==> src/rtl/db_delete_rr_arbiter.sv <==
// db_delete_rr_arbiter
// Shares the single dynamic-buffer delete port among CHNL_NUM channels.
// A winner is picked in IDLE (round-robin or fixed priority) and owns the
// port until its request is accepted and its last response beat is taken.
`ifndef MAX_DB_SLOT_NUM_LOG
`define MAX_DB_SLOT_NUM_LOG 5
`endif
`ifndef PACKET_BUFFER_SLOT_WIDTH
`define PACKET_BUFFER_SLOT_WIDTH 64
`endif

module db_delete_rr_arbiter #(
    parameter int CHNL_NUM   = 4,
    parameter int HEAD_WIDTH = `MAX_DB_SLOT_NUM_LOG*2,
    parameter int DATA_WIDTH = `PACKET_BUFFER_SLOT_WIDTH,
    parameter int ARB_MODE   = 0,
    parameter int IDX_W      = $clog2(CHNL_NUM)
) (
    input  logic                           clk,
    input  logic                           rst,
    input  logic [CHNL_NUM-1:0]            chnl_req_valid,
    input  logic [CHNL_NUM*HEAD_WIDTH-1:0] chnl_req_head,
    output logic [CHNL_NUM-1:0]            chnl_req_ready,
    output logic [CHNL_NUM-1:0]            chnl_resp_valid,
    output logic [CHNL_NUM-1:0]            chnl_resp_start,
    output logic [CHNL_NUM-1:0]            chnl_resp_last,
    output logic [CHNL_NUM*DATA_WIDTH-1:0] chnl_resp_data,
    input  logic [CHNL_NUM-1:0]            chnl_resp_ready,
    output logic                           delete_req_valid,
    output logic [HEAD_WIDTH-1:0]          delete_req_head,
    input  logic                           delete_req_ready,
    input  logic                           delete_resp_valid,
    input  logic                           delete_resp_start,
    input  logic                           delete_resp_last,
    input  logic [DATA_WIDTH-1:0]          delete_resp_data,
    output logic                           delete_resp_ready,
    output logic [IDX_W-1:0]               grant_idx,
    output logic                           busy
);

    typedef enum logic [1:0] {
        IDLE = 2'd0,
        REQ  = 2'd1,
        RESP = 2'd2
    } state_t;

    state_t           state;
    state_t           state_nxt;
    logic [IDX_W-1:0] last_grant;
    logic [IDX_W-1:0] pick;
    logic             found;
    logic [IDX_W-1:0] cand [CHNL_NUM];

    // Search order: slot k is the k-th channel examined. Round-robin starts
    // one past the last completed owner and wraps; the sum never reaches
    // 2*CHNL_NUM so a single conditional subtract handles non-power-of-two.
    for (genvar k = 0; k < CHNL_NUM; k++) begin : g_cand
        logic [IDX_W+1:0] sum;
        assign sum = {2'b00, last_grant} + (IDX_W+2)'(k + 1);
        assign cand[k] = (ARB_MODE == 1) ? IDX_W'(k) :
                         (sum >= (IDX_W+2)'(CHNL_NUM)) ? IDX_W'(sum - (IDX_W+2)'(CHNL_NUM)) :
                                                         IDX_W'(sum);
    end

    // First requesting channel in search order
    always_comb begin
        pick  = '0;
        found = 1'b0;
        for (int k = 0; k < CHNL_NUM; k++) begin
            if (!found && chnl_req_valid[cand[k]]) begin
                pick  = cand[k];
                found = 1'b1;
            end
        end
    end

    // State register
    always_ff @(posedge clk or posedge rst) begin
        if (rst) state <= IDLE;
        else     state <= state_nxt;
    end

    // Owner latched when leaving IDLE; history advances only on completion
    always_ff @(posedge clk or posedge rst) begin
        if (rst) begin
            grant_idx  <= '0;
            last_grant <= IDX_W'(CHNL_NUM - 1);
        end else begin
            if (state == IDLE && found)
                grant_idx <= pick;
            if (state == RESP && state_nxt == IDLE)
                last_grant <= grant_idx;
        end
    end

    // Next state and steering of the owner's handshakes
    always_comb begin
        state_nxt         = state;
        chnl_req_ready    = '0;
        chnl_resp_valid   = '0;
        chnl_resp_start   = '0;
        chnl_resp_last    = '0;
        chnl_resp_data    = '0;
        delete_req_valid  = 1'b0;
        delete_req_head   = '0;
        delete_resp_ready = 1'b0;
        unique case (state)
            IDLE: begin
                if (found) state_nxt = REQ;
            end
            REQ: begin
                delete_req_valid          = chnl_req_valid[grant_idx];
                delete_req_head           = chnl_req_head[grant_idx*HEAD_WIDTH +: HEAD_WIDTH];
                chnl_req_ready[grant_idx] = delete_req_ready;
                if (delete_req_valid && delete_req_ready) state_nxt = RESP;
            end
            RESP: begin
                chnl_resp_valid[grant_idx] = delete_resp_valid;
                chnl_resp_start[grant_idx] = delete_resp_start;
                chnl_resp_last[grant_idx]  = delete_resp_last;
                chnl_resp_data[grant_idx*DATA_WIDTH +: DATA_WIDTH] = delete_resp_data;
                delete_resp_ready          = chnl_resp_ready[grant_idx];
                if (delete_resp_valid && delete_resp_last && delete_resp_ready) state_nxt = IDLE;
            end
            default: state_nxt = IDLE;
        endcase
    end

    assign busy = (state != IDLE);

endmodule

==> config.mk <==
export PLATFORM = sky130hd
export DESIGN_NAME = db_delete_rr_arbiter
export DESIGN_NICKNAME = d
export VERILOG_FILES = /design/src/rtl/db_delete_rr_arbiter.sv
export SDC_FILE = /design/constraint.sdc
export NUM_CORES = 1
export LEC_CHECK = 0
export CORE_AREA = 4 4 157 159
export DETAILED_ROUTE_END_ITERATION = 10
export DIE_AREA = 0 0 161 163
export PLACE_DENSITY = 0.53
export SLEW_MARGIN = 20
export SYNTH_ARGS = -nofsm -noshare
export SYNTH_HDL_FRONTEND = slang
export SYNTH_SLANG_ARGS = --single-unit
==> constraint.sdc <==
create_clock -name clk -period 7 [get_ports clk]
set_clock_uncertainty 0.2 [all_clocks]
set_input_delay 2.1 -clock clk [delete_from_list [all_inputs] [get_ports clk]]
set_output_delay 2.1 -clock clk [all_outputs]
set_load 0.1 [all_outputs]
# Yosys cells after proc, flatten, opt, wreduce, memory -nomap -nowiden
# Cells that the tools add are included.
# W data, S select, Z words.
op_classes:
  n_addsub: 9
  mul: 1
  n_lt_le_gt_ge: 10
  n_eq_ne: 2
  shifts: 3
  mux: 38
  n_bitwise: 5
  n_reduce_logical: 15
op_table:
  columns: ["op", "count"]
  rows:
  - ["$and A256 B256 Y256", 1]
  - ["$mux W256", 1]
  - ["$shift A64 B34 Y256 const A", 1]
  - ["$shiftx A64 B34 Y256", 1]
  - ["$shiftx A40 B7 Y10", 1]
  - ["$neg A8 Y34", 1]
  - ["$mux W2", 11]
  - ["$and A4 B4 Y4", 4]
  - ["$mux W4", 4]
  - ["$lt A2 B3 Y1 const B", 5]
  - ["$mux W1", 13]
  - ["$bmux W1 S2", 6]
  - ["$mux W10", 1]
  - ["$ge A3 B3 Y1 const B", 3]
  - ["$logic_and A1 B1 Y1", 9]
  - ["$sub A2 B1 Y2 const B", 4]
  - ["$add A2 B2 Y3 const B", 2]
  - ["$pmux W2 S3", 1]
  - ["$mul A2 B3 Y5 const B", 1]
  - ["$add A2 B3 Y4 const B", 1]
  - ["$ge A4 B3 Y1 const B", 1]
  - ["$logic_not A2 Y1", 2]
  - ["$add A2 B1 Y3 const B", 1]
  - ["$logic_not A1 Y1", 3]
  - ["other kinds (5)", 5]
totals:
  ff_bits: 6
  in_bits: 118
  output_inout_bits: 287
  wordCells: 86

# Longest topological paths before layout
logic_depth:
  depth_word: 19
  ltp_mapped: 9

# Worst setup path after synthesis
# No wires, ideal clock.
synth_path:
  path_type: "register -> output"
  from: "register grant_idx[1]"
  to: "output chnl_resp_data[10]"
  arrival_ns: 3.320
  t_required_ns: 4.700
  setup_slack_ns: 1.380
  path_stages_with_launch: 8
  path_cell_list: "dfrtp_1 > buf_2 > buf_2 > inv_1 > ha_1 > nor4_4 > clkbuf_1 > and2_1"
synth_between:
  elab_chain_cells: 4
  word_cells_on_any_way: 5
synth_rtl:
  columns: ["item", "line", "source"]
  rows:
  - ["start: declaration", "37", "output logic [IDX_W-1:0] grant_idx,"]
  - ["start signal: assignment", "90", "grant_idx <= pick;"]
  - ["$neg A8 Y34 (*)", "121", "chnl_resp_data[grant_idx*DATA_WIDTH +: DATA_WIDTH] = delete_resp_data;"]
  - ["$shiftx A64 B34 Y256 / $shift A64 B34 Y256 (equally long branches)", "121", null]
  - ["$and A256 B256 Y256 (no source line) (*)", null, null]
  - ["$mux W256 (*)", "107", "unique case (state)"]
  - ["end: declaration", "27", "output logic [CHNL_NUM*DATA_WIDTH-1:0] chnl_resp_data,"]
# Mark *: on every way between the ends. The rest lies on a longest branch, timed or not.

# Final worst setup path
layout_path:
  from: "input chnl_req_valid[3]"
  to: "output delete_req_valid"
layout_between:
  elab_chain_cells: 3
layout_rtl:
  columns: ["item", "line", "source"]
  rows:
  - ["start: declaration", "21", "input logic [CHNL_NUM-1:0] chnl_req_valid,"]
  - ["$bmux W1 S2", "112", "delete_req_valid = chnl_req_valid[grant_idx];"]
  - ["$mux W1 (implied by the code)", "112", null]
  - ["$mux W1", "107", null]
  - ["end: declaration", "29", "output logic delete_req_valid,"]
# No other way between the ends. The select of a mux whose other input is x is not followed.

==> flow_metrics.tcl <==
set metrics [dict create \
    status "finished clean" \
    leakage_nw 3.37 \
    detail_route.wl_per_cell_um 16.2 \
    synth_nets 510 \
    coreArea_um2 23300 \
    max_slew_margin_pct 33.8 \
    worstRegToRegCells 3 \
    place.gp.congestion 0.790 \
    p_per_area_nw_per_um2 214 \
    finalHoldViolations 0 \
    r2r-end "state[1]" \
    period_needed_ps 5840 \
    ir_worst_vdd_v 0.000130 \
    fp.dieH_um 163 \
    drv_slew 0 \
    cts_made_buffers 3 \
    ant_nets 0 \
    yosys.cell_types.count 40 \
    cts.clk_slew.worst_paths_ps 30 \
    period_share_pct 83.4 \
    grt_start_max_net_pins 49 \
    pre_cts_slack_ps 1150 \
    cp-start-kind "input port" \
    pin_count 405 \
    drive_above_1_share_pct 40.5 \
    layout_commonest_cell "buf_4" \
    yosysWarnings 0 \
    postPlaceCellArea_um2 6450 \
    final_area_um2 6530 \
    dr.pass1.iters 4 \
    hold_class "register to register" \
    critical-path-max-stage-delay_ps 530 \
    syn_inst 387 \
    setup_viol 0 \
    cp.required_ps 4700 \
    route.vias.total 3956 \
    syn-cell-area_um2 2760 \
    fin_nets 896 \
    ys_seq_elements 6 \
    cts_buffer_depth 2 \
    grt_antenna_before_repair 0 \
    grt_use_total_pct 12.1 \
    rrSetupSlack_ps 5170 \
    cts_tree "yes" \
    drt_iter0_drc 186 \
    grt_overflow_total 0 \
    clkSinkCount 6 \
    clock_latency_ps 220 \
    cts_hold_buf 0 \
    dieArea_um2 26200 \
    worstPathArrival_ps 3540 \
    drv_cap 0 \
    routed_wirelength_um 17700 \
    avgSynthCellArea_um2 7.14 \
    grt_first_pass_wirelength_um 25000 \
    die_w_um 161 \
    crit_slowest_cell "mux4_2" \
    final_cell_mix "buf_4, and2_1, clkdlybuf4s50_1, and3_1, mux4_1" \
    io_buffer_count 404 \
    rsz0062_at_grt "no" \
    holdPathEnd "grant_idx[1]" \
    grt_pass1_vias 3900 \
    area_growth_syn_to_layout_pct 136 \
    crit_path_end_kind "primary output" \
    fmax_ghz 0.171 \
    worstMarginPinSlew_ps 991 \
    row_count 56 \
    drc 0 \
    cts_root_buf "clkbuf_16" \
    crit_type "input port to primary output" \
    min_from "last_grant[1]" \
    setup_tns_ps 0 \
    worst_r2r_startpoint "grant_idx[0]" \
    cts_resized 0 \
    min_path_cells 2 \
    synth_seq_area_share_pct 5.52 \
    place_hpwl_um 14800 \
    crit_chain "clkdlybuf4s50_1 > mux4_2 > and2_1 > buf_4" \
    postCtsSetupRepairBufs 0 \
    initial_core_util_pct 11.9 \
    cp_max_fo 7 \
    fin_ws_ps 1160 \
    n_antenna_cell 0 \
    h-tree-depth 1 \
    drt-vias-per-instance 3.63 \
]
how the worst max path moves through the flow:
stage	start	end	slack, ps	depth (start not counted)
floorplan	grant_idx[1]	chnl_resp_data[10]	1380	7
global placement	chnl_req_valid[3]	delete_req_valid	1160	4
detailed placement	chnl_req_valid[3]	delete_req_valid	1150	4
CTS	chnl_req_valid[3]	delete_req_valid	1150	4
global route	chnl_req_valid[3]	delete_req_valid	1070	4
finish	chnl_req_valid[3]	delete_req_valid	1160	4
synthesized netlist by cell type, drive strengths merged:
cell type | count | area [µm²]
a21o | 3 | 22.5
a21oi | 3 | 15.0
a31o | 1 | 8.76
a31oi | 1 | 6.26
and2 | 267 | 1670
and2b | 1 | 8.76
and3 | 17 | 106
buf | 3 | 21.3
clkbuf | 28 | 123
dfrtp | 4 | 100
dfstp | 2 | 52.6
ha | 5 | 62.6
inv | 5 | 18.8
mux2 | 2 | 22.5
mux2i | 4 | 40.0
mux4 | 11 | 274
nand2 | 6 | 22.5
nand2b | 3 | 26.3
nand3 | 4 | 25.0
nand4 | 1 | 6.26
nor2 | 4 | 17.5
nor2b | 2 | 12.5
nor3 | 2 | 26.3
nor3b | 1 | 7.51
nor4 | 1 | 21.3
o211ai | 1 | 7.51
o21a | 1 | 7.51
o221ai | 1 | 8.76
o22ai | 1 | 6.26
o32a | 1 | 10.0
or2 | 1 | 6.26
power by group:
part,internal [mW],leakage (nW),switching (mW),total (mW)
logic,0.323,3.26,0.905,1.23
clock network,0.0755,0.0382,0.0184,0.0938
registers,0.0557,0.0670,0.0168,0.0725
kinds of logic (layout without fill, tap and decap cells):
| group | after synthesis | in the layout | share of synthesized area (%) |
|---|---|---|---|
| and+or+nand+nor | 310 | 310 | 70.8 |
| buffers and inverters | 36 | 421 | 5.88 |
| DFF | 6 | 6 | 5.52 |
| adders and majority gates | 5 | 5 | 2.26 |
| muxes | 17 | 17 | 12.2 |
| AOI/OAI and AO/OA | 13 | 13 | 3.35 |
state kept, by name, summed over array words and instances (netlist names):
| register | flops |
|---|---|
| grant_idx | 2 |
| last_grant | 2 |
| state | 2 |
layer usage:
layer / track usage, % / wire length [µm] / part of all wire (%)
met5: 0 / 0 / 0
met4: 0.853 / 52 / 0.29
met3: 2.61 / 1260 / 7.1
met2: 23.6 / 9670 / 55
met1: 14.1 / 6740 / 38
critical path, delay by kind of cell:
family | cells | cell delay (ps)
multiplexers | 1 | 530
AND/OR/NAND/NOR | 1 | 170
buffers and inverters | 2 | 730
stage by stage:
step / utilization [%] / cells / total power, mW / hold slack, ps
after floorplan: - / 387 / 1.01 / 420
after global placement: 27.7 / 1087 / 1.32 / 391
after detailed placement: 27.7 / 1087 / 1.31 / 397
after CTS: 28.1 / 1091 / 1.41 / 403
after global routing: 28.1 / 1091 / 1.46 / 434
final: 28.1 / 1091 / 1.39 / 406
cell type report:
cell class              instances  area, µm²
clock buffers                   4       78.8
fillers                      2612      16700
inverters                       5       18.8
multi-input cells             345       2460
flip-flops and latches          6        153
well taps                     319        399
repair buffers                412       3420
Note: power is estimated with default switching activity, not from simulation.
